$ cat config.mk
export PLATFORM = sky130hd
export DESIGN_NAME = frame_dispatch_sel
export DESIGN_NICKNAME = d
export VERILOG_FILES = /design/src/rtl/frame_dispatch_sel.sv
export SDC_FILE = /design/constraint.sdc
export NUM_CORES = 1
export LEC_CHECK = 0
export BUFFER_PORTS_ARGS = -buffer_cell sky130_fd_sc_hd__clkbuf_2
export CAP_MARGIN = 20
export CORE_MARGIN = 3
export CORE_UTILIZATION = 35
export CTS_BUF_LIST = sky130_fd_sc_hd__clkbuf_8
export CTS_CLUSTER_DIAMETER = 100
export DETAILED_ROUTE_END_ITERATION = 8
export SYNTH_ARGS = -nofsm -noshare
export SYNTH_HDL_FRONTEND = slang
export SYNTH_SLANG_ARGS = --single-unit
$ cat constraint.sdc
create_clock -name clk -period 2.1 [get_ports clk]
set_input_delay 0.315 -clock clk [delete_from_list [all_inputs] [get_ports clk]]
set_output_delay 0.315 -clock clk [all_outputs]
set_load 0.05 [all_outputs]
$ cat src/rtl/frame_dispatch_sel.sv
// Frame dispatcher: latches a destination from each SOP header, waits for the target FIFO(s),
// then forwards the frame with zero latency or drops it on timeout.
// Optional broadcast on header bit 7 is enabled by defining FRAME_DISPATCH_BCAST_EN.
module frame_dispatch_sel #(
    parameter int unsigned PORT_NUM = 4,
    parameter int unsigned DATA_W   = 8,
    parameter int unsigned TIMEOUT  = 255
) (
    input  logic                clk,
    input  logic                rst,
    input  logic                in_valid,
    input  logic                in_sop,
    input  logic                in_eop,
    input  logic [DATA_W-1:0]   in_data,
    output logic                in_ready,
    input  logic [PORT_NUM-1:0] fifo_full,
    output logic [PORT_NUM-1:0] bus_sel,
    output logic                out_valid,
    output logic [DATA_W-1:0]   out_data,
    output logic                out_sop,
    output logic                out_eop,
    output logic [15:0]         drop_cnt
);

    localparam int unsigned DEST_W = (PORT_NUM > 1) ? $clog2(PORT_NUM) : 1;

    typedef enum logic [1:0] {StIdle, StWait, StFwd, StDrop} state_t;

    state_t              r_state;
    logic [PORT_NUM-1:0] r_bus_sel;
    logic                r_bad_dest;
    logic [7:0]          r_wait_cnt;
    logic [15:0]         r_drop_cnt;

    logic [DEST_W-1:0]   w_dest;
    logic                w_bad_dest;
    logic                w_bcast;
    logic [PORT_NUM-1:0] w_mask;
    logic                w_blocked;
    logic                w_to_hit;
    logic                w_in_ready;
    logic                w_out_valid;

    assign w_dest     = in_data[DEST_W-1:0];
    assign w_bad_dest = (32'(w_dest) >= PORT_NUM);

`ifdef FRAME_DISPATCH_BCAST_EN
    assign w_bcast = in_data[7];
`else
    assign w_bcast = 1'b0;
`endif

    // An out-of-range destination shifts out to an empty mask; r_bad_dest sends it to DROP.
    assign w_mask    = w_bcast ? {PORT_NUM{1'b1}} : (PORT_NUM'(1) << w_dest);
    assign w_blocked = |(fifo_full & r_bus_sel);
    assign w_to_hit  = (({1'b0, r_wait_cnt} + 9'd1) >= 9'(TIMEOUT));

    always_comb begin
        w_in_ready = 1'b0;
        unique case (r_state)
            StIdle: w_in_ready = in_valid && !in_sop;
            StWait: w_in_ready = 1'b0;
            StFwd:  w_in_ready = !w_blocked;
            StDrop: w_in_ready = 1'b1;
            default: w_in_ready = 1'b0;
        endcase
        if (rst) begin
            w_in_ready = 1'b0;
        end
    end

    assign w_out_valid = (r_state == StFwd) && in_valid && w_in_ready;

    assign in_ready  = w_in_ready;
    assign out_valid = w_out_valid;
    assign out_data  = w_out_valid ? in_data : '0;
    assign out_sop   = w_out_valid && in_sop;
    assign out_eop   = w_out_valid && in_eop;
    assign bus_sel   = r_bus_sel;
    assign drop_cnt  = r_drop_cnt;

    always_ff @(posedge clk or posedge rst) begin
        if (rst) begin
            r_state    <= StIdle;
            r_bus_sel  <= '0;
            r_bad_dest <= 1'b0;
            r_wait_cnt <= '0;
            r_drop_cnt <= '0;
        end else begin
            unique case (r_state)
                StIdle: begin
                    // The SOP beat is only inspected here; it stays on the bus until FWD/DROP.
                    if (in_valid && in_sop) begin
                        r_bus_sel  <= w_mask;
                        r_bad_dest <= !w_bcast && w_bad_dest;
                        r_wait_cnt <= '0;
                        r_state    <= StWait;
                    end
                end
                StWait: begin
                    if (!r_bad_dest && !w_blocked) begin
                        r_state <= StFwd;
                    end else if (r_bad_dest || w_to_hit) begin
                        r_state   <= StDrop;
                        r_bus_sel <= '0;
                        if (r_drop_cnt != 16'hFFFF) begin
                            r_drop_cnt <= r_drop_cnt + 16'd1;
                        end
                    end else begin
                        r_wait_cnt <= r_wait_cnt + 8'd1;
                    end
                end
                StFwd: begin
                    if (w_out_valid && in_eop) begin
                        r_state   <= StIdle;
                        r_bus_sel <= '0;
                    end
                end
                StDrop: begin
                    if (in_valid && in_eop) begin
                        r_state <= StIdle;
                    end
                end
                default: r_state <= StIdle;
            endcase
        end
    end

endmodule

# Word level (Yosys, flattened, before mapping)

Index checks and enable logic that the tools add are counted.

Flip-flop bits (word level): 30
Output and inout port bits: 32

Order comparisons: 1
Equal/unequal tests: 11
Bitwise logic cells: 1
Multiplexer cells: 18
Shift-type cells: 1
Reduce and logical (&&, ||, !) cells: 17
Add/subtract/negate cells: 3

Operator list:

| kind                  | count |
|---|---|
| $mux 8                | 4 |
| $add 16x1->16 const B | 1 |
| $mux 4                | 4 |
| $ne 16x16->1 const B  | 1 |
| $pmux 8 s2            | 1 |
| $ne 2x2->1 const B    | 6 |
| $pmux 4 s3            | 1 |
| $reduce_and 4->1      | 3 |
| $mux 2                | 5 |
| $add 8x1->9 const B   | 1 |
| $ge 9x8->1 const B    | 1 |
| $add 8x1->8 const B   | 1 |
| $pmux 2 s4            | 1 |
| $logic_and 1x1->1     | 7 |
| $reduce_and 5->1      | 1 |
| $and 4x4->4           | 1 |
| $eq 2x2->1 const B    | 2 |
| $pmux 1 s4            | 1 |
| $reduce_or 4->1       | 1 |
| $shl 1x2->4 const A   | 1 |
| $ne 3x3->1 const B    | 1 |
| $reduce_bool 3->1     | 1 |
| $eq 2x1->1 const B    | 1 |
| $logic_not 1->1       | 2 |
| other kinds (3)       | 3 |

# Logic depth before layout (Yosys ltp)

Depth after elaboration: 9
Mapped depth: 10

# Worst setup path before layout

Ideal clock, no wire load.

Path type: register to output
Start point: register r_bus_sel[2], in the netlist bus_sel[2]
End point: output out_data[0]
Arrival: 2.466 ns
Stages on the path, launching flop included: 7
Path slack: -0.681 ns
Required time: 1.785 ns
Path through: dfrtp_1 a22o_1 nor2_1 o31a_1 and3_1 clkbuf_1 and2_1

Word-level cells in the longest chain between the ends: 7

Ends and longest elaborated chain:

| item                   | RTL line | RTL |
|---|---|---|
| from (decl)            | 30       | `logic [PORT_NUM-1:0] r_bus_sel;` |
| from (signal assigned) | 94       | `r_bus_sel <= w_mask;` |
| $and 4x4->4            | 55       | `assign w_blocked = \|(fifo_full & r_bus_sel);` |
| $reduce_or 4->1        | 55       |  |
| $logic_not 1->1        | 63       | `StFwd: w_in_ready = !w_blocked;` |
| $pmux 1 s4             | 60       | `unique case (r_state)` |
| $mux 1                 | 67       | `if (rst) begin` |
| $logic_and 1x1->1      | 72       | `assign w_out_valid = (r_state == StFwd) && in_valid && w_in_ready;` |
| via out_valid          | 18       | `output logic out_valid,` |
| $mux 8                 | 76       | `assign out_data = w_out_valid ? in_data : '0;` |
| to (decl)              | 19       | `output logic [DATA_W-1:0] out_data,` |

The timed path passes the listed nets, and every way through them passes these cells.

# Worst setup path in the final report

Start point: register r_wait_cnt[0]
End point: register r_bus_sel[2], in the netlist bus_sel[2]

Word-level cells in the longest chain between the ends: 4

Ends and longest elaborated chain:

| item                       | RTL line | RTL |
|---|---|---|
| from (decl)                | 32       | `logic [7:0] r_wait_cnt;` |
| from (signal assigned)     | 110      | `r_wait_cnt <= r_wait_cnt + 8'd1;` |
| $add 8x1->9                | 56       | `assign w_to_hit = (({1'b0, r_wait_cnt} + 9'd1) >= 9'(TIMEOUT));` |
| $ge 9x8->1                 | 56       |  |
| $ne 2x2->1 (no line)       | n/a      |  |
| $reduce_and 5->1 (no line) | n/a      |  |

Every way passes these cells.
A chain may end at the register's enable or synchronous reset.

==> results.md <==
* Post-Syn Area per Cell at 9.829 um^2
* Synth top area cells: dfrtp_1 38%, xnor2_1 6.6%, ha_1 4.4%
* Violated checks: negative setup slack
* RSZ-0062 raised after global routing: true
* CP delay by family, top: simple AND/OR/NAND/NOR gates
* Synth warn at 0
* CP Data Arrival Time at 2.41 ns
* Worst Setup Start Kind: flop
* Antenna cells at 0
* Post-route worst setup slack at -0.1627 ns
* PortBufs at 48
* Synth Cell Area at 0.001976 mm^2
* Placement Cell Area at 0.002584 mm^2
* Core ar. at 0.005270 mm^2
* Critical path buffers and inverters at 0
* Max VDD drop at 0.6057 mV
* CP max stage cell: dfrtp_2
* Max-cap violations at 0
* Synth top area share at 0.3800
* First-pass GRT wire length at 8873 um
* Switching Share at 0.4021
* Internal cell power at 1.686 mW
* Pre-CTS WS at -0.2426 ns
* Vias at 1928
* Clock skew at 0.01264 ns
* Share of layout cells above drive strength 1 at 0.5382
* Post-route ant nets at 0
* Layout area overhead at 58.83%
* Clk pwr share at 0.168
* Pwr/cell area at 898.3 mW/mm^2
* Seq pwr share at 0.259
* # IOs at 49
* Worst EP required at 2.25 ns
* Die X at 81.13 um
* Vias per Instance at 5.197
* Clk slew on worst S/H paths at 0.07 ns
* WL/cell at 14.98 um
* RD Place Congestion at 0.8381
* Crit path time final at 2.263 ns
* Seq cells post-synth at 30
* Final hold viol count at 0
* Worst-case reg-to-reg path depth at 6
* Hold_ws at 0.1214 ns
* Die area at 0.006582 mm^2
* Crit Path Class: flop to flop
* Design Area, Final at 0.003138 mm^2
* Initial Utilization at 0.3749
* Largest area contributor in the netlist: dfrtp_1
* Slew HR at 0.6351
* Post-Layout Cell Count at 371
* DRC viols at 0
* Clock buffers created by TritonCTS at 5
* Top FF cell, synth: dfrtp_1
* Hold-fix buffers, CTS at 0
* Ys async rst share at 1.000
* Path length in cells of the critical path at 6
* Root Buffer: clkbuf_8
* Setup TNS at -2.059 ns
* Die Height at 81.13 um
* CTS tree: built
* GRT Overall Usage at 0.1743
* Setup-failing EPs final at 27
* Crit path max fanout at 5
* Tcrit/Tclk final at 1.077
* Synth Instances at 201
* Clock sinks at 30
* Row Count at 26
* CTS H-tree lvls at 2
* Lkg Pwr at 1.469 nW
* Cell Chain, Critical Path: nand4_1 -> or3_1 -> a2111o_1 -> o221ai_2 -> and3_4 -> mux2_4
* Total power at 2.819 mW
* Pin count of the biggest net entering global routing at 31
* Nets at 324
* CP max stage delay at 0.44 ns
* Clock Tree Buf Depth at 2
* Vias in the first global route at 1840
* Initial DRC count at 101
* Combinational share of power at 0.573
* Final core utilization at 0.5954
* Worst-margin pin slew at 0.5404 ns
* Placed cell count at 349
* Number of flops mapped to enable cells by yosys at 0
* HPWL Detailed at 3751 um
* Initial antenna violation count at 0
* Clock Latency Late Sink at 0.28 ns
* Worst Setup End Kind: flop
* Outcome: finished with violations
* DRT Wirelength at 5559 um
* Total count of max-transition violations in the final report at 0
* Syn Nets at 225
* Post-synth cell types at 51
* GR Overflow Total at 0
* Fmax at 0.4420 GHz
* DRT Pass-1 Iters at 4
* Tightest Hold Check Type: input pin to asynchronous set/reset pin
* Share of the yosys chip area belonging to registers at 0.3800
* P_sw at 1.133 mW
## area by class of cell
type / instances / area, um^2
Sequential cell: 30 / 757.0
Multi-Input combinational cell: 155 / 1303
Fill cell: 460 / 2132
Timing Repair Buffer: 98 / 862.1
Inverter: 10 / 37.54
Clock inverter: 2 / 8.758
Clock buffer: 6 / 82.58
Tap cell: 70 / 87.58
## power groups by stage
stage          Sequential [mW]  Clock (mW)  Combinational [mW]
2_1_floorplan            0.799           0               0.818
3_3_place_gp             0.724           0                1.27
3_5_place_dp             0.727           0                1.28
4_1_cts                  0.722       0.488                1.44
5_1_grt                  0.739       0.513                1.75
6_report                 0.730       0.472                1.62
## placed cells by master, fill, tap and decap left out, types with 7 or more instances in the layout
master	count
and2_4	9
and3_1	8
buf_4	42
buf_6	9
clkbuf_16	9
clkbuf_2	36
dfrtp_1	25
inv_1	8
nand2_1	13
nand3_2	8
nor2_1	7
o21ai_0	7
xnor2_1	15
## final timing paths
kind / start / to / slack (ns)
max in group asynchronous: rst / drop_cnt[3] / 1.66
min: rst / r_wait_cnt[7] / 0.12
min in group clk: drop_cnt[4] / drop_cnt[4] / 0.47
min reg2reg: drop_cnt[4] / drop_cnt[4] / 0.47
max reg2reg: r_wait_cnt[0] / bus_sel[2] / -0.16
max: r_wait_cnt[0] / bus_sel[2] / -0.16
## worst min-delay path, stage by stage
cell	delay, ns
clkbuf_2	0.11
inv_1	0.05
buf_4	0.34
## layer usage
layer	GRT usage	share of wire	up-vias
li1	-	-	928
met1	0.2243	0.44	965
met2	0.3013	0.53	33
met3	0.03437	0.028	2
met4	0.03885	0.0018	0
met5	0	0	-
## sequential cells by signal, indices dropped and copies added, names as in the netlist
name        count
drop_cnt       16
r_wait_cnt      8
r_state         2
bus_sel         4
## cell families after synthesis
family          synth area share
mux                      0.04306
buf+inv                  0.04497
flops                     0.3800
simple gates              0.2654
compound gates            0.1476
fa+ha+maj                0.04433
xor+xnor                 0.07474
## cell usage after synthesis (all sizes together) (4+ instances only)
library cell and instances:
buf 4, o21ai 9, a21oi 6, mux2 5, dfrtp 30, and3 10, nand4 7, inv 10
nand2 15, xnor2 16, nor2 9, nand3 13, and2 12, ha 7
## what timing repair did
action                                  in CTS  in global routing
gates cloned                                 1                  0
pin swaps                                    7                 14
endpoints found under the setup margin      35                 41
buffers inserted                             3                 10
resized for setup                           45                 30
Power figures use the tool's default switching activity.
